## src/rtl/pipe_pkg.sv

```systemverilog
// Shared pipeline definitions: memory-op encodings, access-size helpers and
// the memory-stage FSM state type.
package pipe_pkg;

    // Memory-op codes carried from the execute stage.
    typedef enum logic [3:0] {
        MEM_NONE = 4'd0,
        MEM_LB   = 4'd1,
        MEM_LH   = 4'd2,
        MEM_LW   = 4'd3,
        MEM_LD   = 4'd4,
        MEM_LBU  = 4'd5,
        MEM_LHU  = 4'd6,
        MEM_LWU  = 4'd7,
        MEM_SB   = 4'd8,
        MEM_SH   = 4'd9,
        MEM_SW   = 4'd10,
        MEM_SD   = 4'd11
    } mem_op_e;

    // Memory-stage FSM states.
    typedef enum logic [1:0] {
        S_IDLE = 2'd0,
        S_REQ  = 2'd1,
        S_WAIT = 2'd2,
        S_DONE = 2'd3
    } regm_state_e;

    // Access size as log2(bytes): 0=byte, 1=half, 2=word, 3=doubleword.
    function automatic logic [1:0] memSizeLog2(input mem_op_e op);
        case (op)
            MEM_LB, MEM_LBU, MEM_SB: memSizeLog2 = 2'd0;
            MEM_LH, MEM_LHU, MEM_SH: memSizeLog2 = 2'd1;
            MEM_LW, MEM_LWU, MEM_SW: memSizeLog2 = 2'd2;
            default:                 memSizeLog2 = 2'd3;
        endcase
    endfunction

    function automatic logic isStore(input mem_op_e op);
        isStore = (op == MEM_SB) || (op == MEM_SH) || (op == MEM_SW) || (op == MEM_SD);
    endfunction

    // Byte strobe pattern for lane 0 of an access of the given size.
    function automatic logic [7:0] baseStrobe(input logic [1:0] sizeLog2);
        case (sizeLog2)
            2'd0:    baseStrobe = 8'h01;
            2'd1:    baseStrobe = 8'h03;
            2'd2:    baseStrobe = 8'h0F;
            default: baseStrobe = 8'hFF;
        endcase
    endfunction

endpackage

```

## src/rtl/mem_load_align.sv

```systemverilog
// Combinational load aligner: moves the addressed bytes of a returned
// doubleword down to bit 0 and sign- or zero-extends them.
module mem_load_align
    import pipe_pkg::*;
#(
    parameter int WIDTH = 64
) (
    input  logic [WIDTH-1:0] rdata,
    input  logic [2:0]       addrLo,
    input  mem_op_e          memOp,
    output logic [WIDTH-1:0] result
);

    logic [WIDTH-1:0] shifted;

    // Shift the addressed byte lane down to bit 0.
    always_comb begin
        shifted = rdata >> {addrLo, 3'b000};
    end

    // Extend according to the load type; LD passes the doubleword through.
    always_comb begin
        case (memOp)
            MEM_LB:  result = {{(WIDTH-8){shifted[7]}}, shifted[7:0]};
            MEM_LH:  result = {{(WIDTH-16){shifted[15]}}, shifted[15:0]};
            MEM_LW:  result = {{(WIDTH-32){shifted[31]}}, shifted[31:0]};
            MEM_LBU: result = {{(WIDTH-8){1'b0}}, shifted[7:0]};
            MEM_LHU: result = {{(WIDTH-16){1'b0}}, shifted[15:0]};
            MEM_LWU: result = {{(WIDTH-32){1'b0}}, shifted[31:0]};
            default: result = shifted;
        endcase
    end

endmodule

```

## src/rtl/regm.sv

```systemverilog
// Memory-access pipeline stage. Holds one execute-stage result, performs at
// most one data-memory request for it, and hands the write-back payload on.
//
// Handshake: a stage-to-stage transfer happens on a rising edge where the
// upstream valid and the downstream allow_in are both 1; the memory request
// transfers on an edge where dmem_req_valid and dmem_req_ready are both 1, and
// request fields stay stable while valid waits for ready.
module regm
    import pipe_pkg::*;
#(
    parameter int WIDTH      = 64,
    parameter int INSTR_SIZE = 32
) (
    input  logic                  clk,
    input  logic                  rst,
    input  logic                  regE_to_regM_valid,
    output logic                  regM_allow_in,
    input  logic                  regW_allow_in,
    output logic                  regM_to_regW_valid,
    input  logic [WIDTH-1:0]      e_pc,
    input  logic [INSTR_SIZE-1:0] e_instr,
    input  logic [WIDTH-1:0]      e_alu_result,
    input  logic [WIDTH-1:0]      e_store_data,
    input  logic [3:0]            e_mem_op,
    input  logic [4:0]            e_rd,
    input  logic                  e_rd_wen,
    output logic                  dmem_req_valid,
    input  logic                  dmem_req_ready,
    output logic                  dmem_req_wen,
    output logic [WIDTH-1:0]      dmem_req_addr,
    output logic [WIDTH-1:0]      dmem_req_wdata,
    output logic [7:0]            dmem_req_wstrb,
    input  logic                  dmem_resp_valid,
    input  logic [WIDTH-1:0]      dmem_resp_rdata,
    output logic [WIDTH-1:0]      m_pc,
    output logic [INSTR_SIZE-1:0] m_instr,
    output logic [4:0]            m_rd,
    output logic                  m_rd_wen,
    output logic [WIDTH-1:0]      m_wb_data,
    output regm_state_e           dbg_state
);

    regm_state_e      state;
    regm_state_e      nextState;
    logic             regM_valid;
    logic             regM_ready_go;
    logic             accept;
    logic             wHandoff;
    logic [WIDTH-1:0] aluQ;
    logic [WIDTH-1:0] storeQ;
    mem_op_e          memOpQ;
    logic [1:0]       sizeLog2;
    logic [2:0]       laneOff;
    logic [WIDTH-1:0] loadResult;

    assign accept             = regE_to_regM_valid && regM_allow_in;
    assign regM_allow_in      = !regM_valid || (regM_ready_go && regW_allow_in);
    assign regM_to_regW_valid = regM_valid && regM_ready_go;
    assign wHandoff           = regM_to_regW_valid && regW_allow_in;
    assign dbg_state          = state;

    // Stage occupancy: refilled (or emptied) whenever the stage can accept.
    always_ff @(posedge clk or negedge rst) begin
        if (!rst) begin
            regM_valid <= 1'b0;
        end else if (regM_allow_in) begin
            regM_valid <= regE_to_regM_valid;
        end
    end

    // FSM state register.
    always_ff @(posedge clk or negedge rst) begin
        if (!rst) begin
            state <= S_IDLE;
        end else begin
            state <= nextState;
        end
    end

    // FSM next state; a new accept overrides every other transition.
    always_comb begin
        nextState = state;
        if (accept) begin
            nextState = (e_mem_op == MEM_NONE) ? S_IDLE : S_REQ;
        end else begin
            case (state)
                S_IDLE: nextState = S_IDLE;
                S_REQ: begin
                    if (dmem_req_ready) begin
                        nextState = isStore(memOpQ) ? S_DONE : S_WAIT;
                    end
                end
                S_WAIT: begin
                    if (dmem_resp_valid) begin
                        nextState = S_DONE;
                    end
                end
                S_DONE: begin
                    if (wHandoff) begin
                        nextState = S_IDLE;
                    end
                end
                default: nextState = S_IDLE;
            endcase
        end
    end

    // FSM outputs: request strobe and stage completion.
    always_comb begin
        dmem_req_valid = 1'b0;
        regM_ready_go  = 1'b0;
        case (state)
            S_IDLE:  regM_ready_go  = 1'b1;
            S_REQ:   dmem_req_valid = 1'b1;
            S_WAIT:  regM_ready_go  = 1'b0;
            S_DONE:  regM_ready_go  = 1'b1;
            default: regM_ready_go  = 1'b0;
        endcase
    end

    // Payload registers load only on accept and otherwise hold.
    always_ff @(posedge clk or negedge rst) begin
        if (!rst) begin
            m_pc     <= '0;
            m_instr  <= '0;
            m_rd     <= '0;
            m_rd_wen <= 1'b0;
            aluQ     <= '0;
            storeQ   <= '0;
            memOpQ   <= MEM_NONE;
        end else if (accept) begin
            m_pc     <= e_pc;
            m_instr  <= e_instr;
            m_rd     <= e_rd;
            m_rd_wen <= e_rd_wen;
            aluQ     <= e_alu_result;
            storeQ   <= e_store_data;
            memOpQ   <= mem_op_e'(e_mem_op);
        end
    end

    // Write-back data starts as the ALU result and is replaced by the
    // aligned load data when the response arrives.
    always_ff @(posedge clk or negedge rst) begin
        if (!rst) begin
            m_wb_data <= '0;
        end else if (accept) begin
            m_wb_data <= e_alu_result;
        end else if ((state == S_WAIT) && dmem_resp_valid) begin
            m_wb_data <= loadResult;
        end
    end

    // Store encoding: offset bits below the access size are ignored, data is
    // replicated so every lane the strobe can select carries it.
    always_comb begin
        sizeLog2       = memSizeLog2(memOpQ);
        laneOff        = aluQ[2:0] & (3'b111 << sizeLog2);
        dmem_req_addr  = {aluQ[WIDTH-1:3], 3'b000};
        dmem_req_wen   = isStore(memOpQ);
        dmem_req_wstrb = isStore(memOpQ) ? (baseStrobe(sizeLog2) << laneOff) : 8'h00;
        case (sizeLog2)
            2'd0:    dmem_req_wdata = {8{storeQ[7:0]}};
            2'd1:    dmem_req_wdata = {4{storeQ[15:0]}};
            2'd2:    dmem_req_wdata = {2{storeQ[31:0]}};
            default: dmem_req_wdata = storeQ;
        endcase
    end

    mem_load_align #(
        .WIDTH(WIDTH)
    ) u_align (
        .rdata  (dmem_resp_rdata),
        .addrLo (aluQ[2:0]),
        .memOp  (memOpQ),
        .result (loadResult)
    );

endmodule

```

## config.mk

```make
export PLATFORM = sky130hd
export DESIGN_NAME = regm
export DESIGN_NICKNAME = d
export VERILOG_FILES = /design/src/rtl/pipe_pkg.sv /design/src/rtl/mem_load_align.sv /design/src/rtl/regm.sv
export SDC_FILE = /design/constraint.sdc
export NUM_CORES = 1
export LEC_CHECK = 0
export CORE_MARGIN = 4
export CORE_UTILIZATION = 25
export DETAILED_ROUTE_END_ITERATION = 10
export GPL_ROUTABILITY_DRIVEN = 0
export PLACE_DENSITY = 0.57
export SLEW_MARGIN = 20
export SYNTH_ARGS = -nofsm -noshare
export SYNTH_HDL_FRONTEND = slang
export SYNTH_SLANG_ARGS = --single-unit
```

## constraint.sdc

```tcl
create_clock -name clk -period 4.4 [get_ports clk]
set_input_delay 0.88 -clock clk [delete_from_list [all_inputs] [get_ports clk]]
set_output_delay 0.88 -clock clk [all_outputs]
set_load 0.01 [all_outputs]
```

==> run metrics <==
status=completed; Post-Place Worst Slack=0.566 ns; Syn-to-layout area delta=49.9%; static leakage=0.0105 uW; max_cap viols=0; core area=0.0607 mm2; Final #Nets=2587; drt drc=0; Crit path arrival time=3.21 ns; number of DRC markers in iteration 0=1030; mux share of post-synthesis cell area=8.42%; PwrDens=857 mW/mm2; fmax=244 MHz; Die Wd=256 um; dominant combinational cell family by area after synthesis=simple AND/OR/NAND/NOR gates; complex-gate fraction of the synthesized area=12.0%; number of synthesized flops with an enable pin=0; Pwr Total=19800 uW; num rows=90; Total Die Area=0.0657 mm2; CTS root buf=clkbuf_16; initial antenna violation count=11; Rel. slew slack=12.3%; area of the multi-input gates=0.00687 mm2; area leader, netlist=dfrtp_1; CP Cell Sequence=inv_1 > ha_1 > nor3_2 > a21o_2 > buf_4 > nand2_1 > and3_1 > a31oi_1 > clkdlybuf4s50_1; Final min period=4.09 ns; drt via density=4.86; grt total ovfl=0; Syn Area/Cell=8.66 um2; RSZ-0062 raised after global routing=false; yosys warns=0; Critical-path top delay cell=clkdlybuf4s50_1; adder and majority cell fraction of the synthesized area=0.568%; register area share after synthesis=48.9%; Clk Latency, worst-skew pair=0.54 ns; DP HPWL=53.0 mm; synth unique cells=50; post-synthesis xor/xnor area fraction=0.0568%; Initial Util=25.4%; top_reg_cell synth=dfrtp_1; IO Port Bufs=608; clk slew on worst S/H paths=0.06 ns; filler instances=6099; Post-Place Cells=3014; Max rail drop VDD=763 uV; hold violation total from the final report=0; HP Class=in -> async; Crit path required time=3.52 ns; Setup crit start kind=register; worst-case clock skew=0.0102 ns; H-tree Lvls=2; Post-Syn Area=0.0154 mm2; final setup margin=0.306 ns; worst-path fanout max=10; Crit path largest cell delay=0.61 ns; DIE HEIGHT=256 um; Synth Area in Simple Gates=23.0%; CTS tree=yes; ys async rst share=100%; DRT antenna net count=0; layout cells sized above 1=7.39%; number of global-route vias before repair=15.5k; clock tree buffer depth=3; setup violators final=0; register area=0.00754 mm2; Detailed Route WL=70.2 mm; Final Non-Filler Cells=3086; Seq cells post-synth=301; crit end category=output port; top post-synthesis cells by area=dfrtp_1 49%, nand2_1 19%, mux2i_1 4.5%, buf_4 3.6%, clkbuf_1 2.2%; IO Count=612; final worst path period share=93.0%; Synth top area share=48.9%; via count of the routed design=15.0k; Final Max Tran Viols=0; Final TNS setup=0 ns; cts bufs inserted=38; drt wl/cell=22.7 um; largest net degree at the start of global routing=181; Tightest Pin Transition=1.30 ns; DRT Pass-1 Iters=7; synthesized instance count=1780; crit path kind=reg -> out; Tot GR Track Use=20.5%; number of clock sinks=301; first-pass GRT wire length=104 mm
-- cells in the final DEF (no fill, tap or decap), types with 5 or more instances in the layout --
cell type,instances
a211o_1,11
a211oi_1,12
a21oi_1,21
a221o_1,16
a222oi_1,21
a22o_1,10
a22oi_1,16
a22oi_2,9
a31oi_1,17
a41oi_1,15
and2_1,8
and3_1,8
buf_12,5
buf_4,34
clkbuf_1,6
clkbuf_16,39
clkbuf_8,7
clkdlybuf4s50_1,607
clkinv_2,7
dfrtp_1,298
ha_1,7
inv_1,11
mux2_2,29
mux2i_1,69
mux4_2,12
nand2_1,776
nand2b_1,10
nor2_1,56
nor2b_1,17
nor3_1,7
o21ai_0,65
o22ai_1,16
o2bb2ai_1,8
-- report_power, final --
part           switching (uW)  internal [uW]
logic                    5870           5470
registers                1240           4110
clock network            1260           1850
total                    8370          11400
-- cell families (layout without fill, tap and decap cells) --
group,Yosys count,count (layout)
XOR/XNOR,1,1
multiplexers,111,111
adder cells (fa/ha/maj),7,7
AO/OA/AOI/OAI,254,254
other,1,6
flip-flops,301,301
buffers and inverters,204,723
AND/OR/NAND/NOR,901,901
-- per-stage QoR --
step                hold WS, ns  util [%]  area, um2
global route              0.443      38.1      23100
global placement          0.457      35.9      21800
CTS                       0.421      38.0      23100
detailed placement        0.461      36.0      21800
floorplan                 0.440         -      15400
finish                    0.401      38.1      23100
-- per-layer routing --
| layer | track usage [%] | vias up | share of wire [%] | wire length [um] |
|---|---|---|---|---|
| li1 | - | 6881 | - | - |
| met1 | 25.2 | 7290 | 40 | 27900 |
| met2 | 34.7 | 686 | 48 | 33800 |
| met3 | 6.34 | 138 | 8.6 | 6060 |
| met4 | 6.28 | 14 | 3.3 | 2330 |
| met5 | 0 | - | 0.13 | 92 |
-- synth_stat cells, drive strengths merged, types with 2 or more instances --
cell type	instances
or4	2
mux2	29
nor2	58
o22ai	16
mux2i	70
a21oi	23
a211oi	12
nor3	8
nor4	2
nand2b	10
o21ai	65
a31oi	17
and2	9
a22o	10
nand3	3
a211o	11
mux4	12
dfrtp	301
nand2	778
o32ai	4
or3	2
a41oi	15
o2bb2ai	8
o21a	3
a222oi	21
a31o	3
clkbuf	91
nor2b	17
ha	7
a221o	16
a22oi	25
and3	10
inv	11
buf	102
-- area by class of cell --
cell class / count / share of cell area, %
Multi-Input combinational cell: 1277 / 29.7
Antenna cell: 3 / 0.0325
Sequential cell: 301 / 32.6
Tap cell: 782 / 4.23
Inverter: 11 / 0.179
Clock inverter: 13 / 0.547
Clock buffer: 52 / 4.74
Timing Repair Buffer: 647 / 27.9
-- worst max-delay path, delay by kind of cell, from the launching register on --
kind | cells | cell delay [ns]
AO/OA/AOI/OAI | 2 | 0.52
flip-flops | 1 | 0.37
AND/OR/NAND/NOR | 3 | 0.51
buffers and inverters | 3 | 0.97
adder cells (fa/ha/maj) | 1 | 0.30
-- worst paths after layout --
kind                       startpoint                  to  slack (ns)  cells past startpoint
min in group clk              m_rd[2]             m_rd[2]        0.47                      2
min reg2reg                   m_rd[2]             m_rd[2]        0.47                      2
max in group asynchronous         rst          storeQ[33]        3.00                      2
max reg2reg                   aluQ[1]       m_wb_data[50]        0.93                      5
min                               rst            aluQ[43]        0.40                      1
max                         memOpQ[0]  dmem_req_wdata[62]        0.31                      9
-- state kept, by name (all words and copies together), names as in the netlist --
signal      count
aluQ           64
m_pc           64
m_wb_data      64
storeQ         64
m_instr        32
m_rd            5
memOpQ          4
dbg_state       2
m_rd_wen        1
regM_valid      1
-- repair_timing --
item,in CTS,in global routing
hold endpoints to repair,0,0
setup endpoints to repair,2,28
gates resized for setup,0,5
setup buffers,4,0
hold buffers,0,0
(Power assumes the default switching activity.)
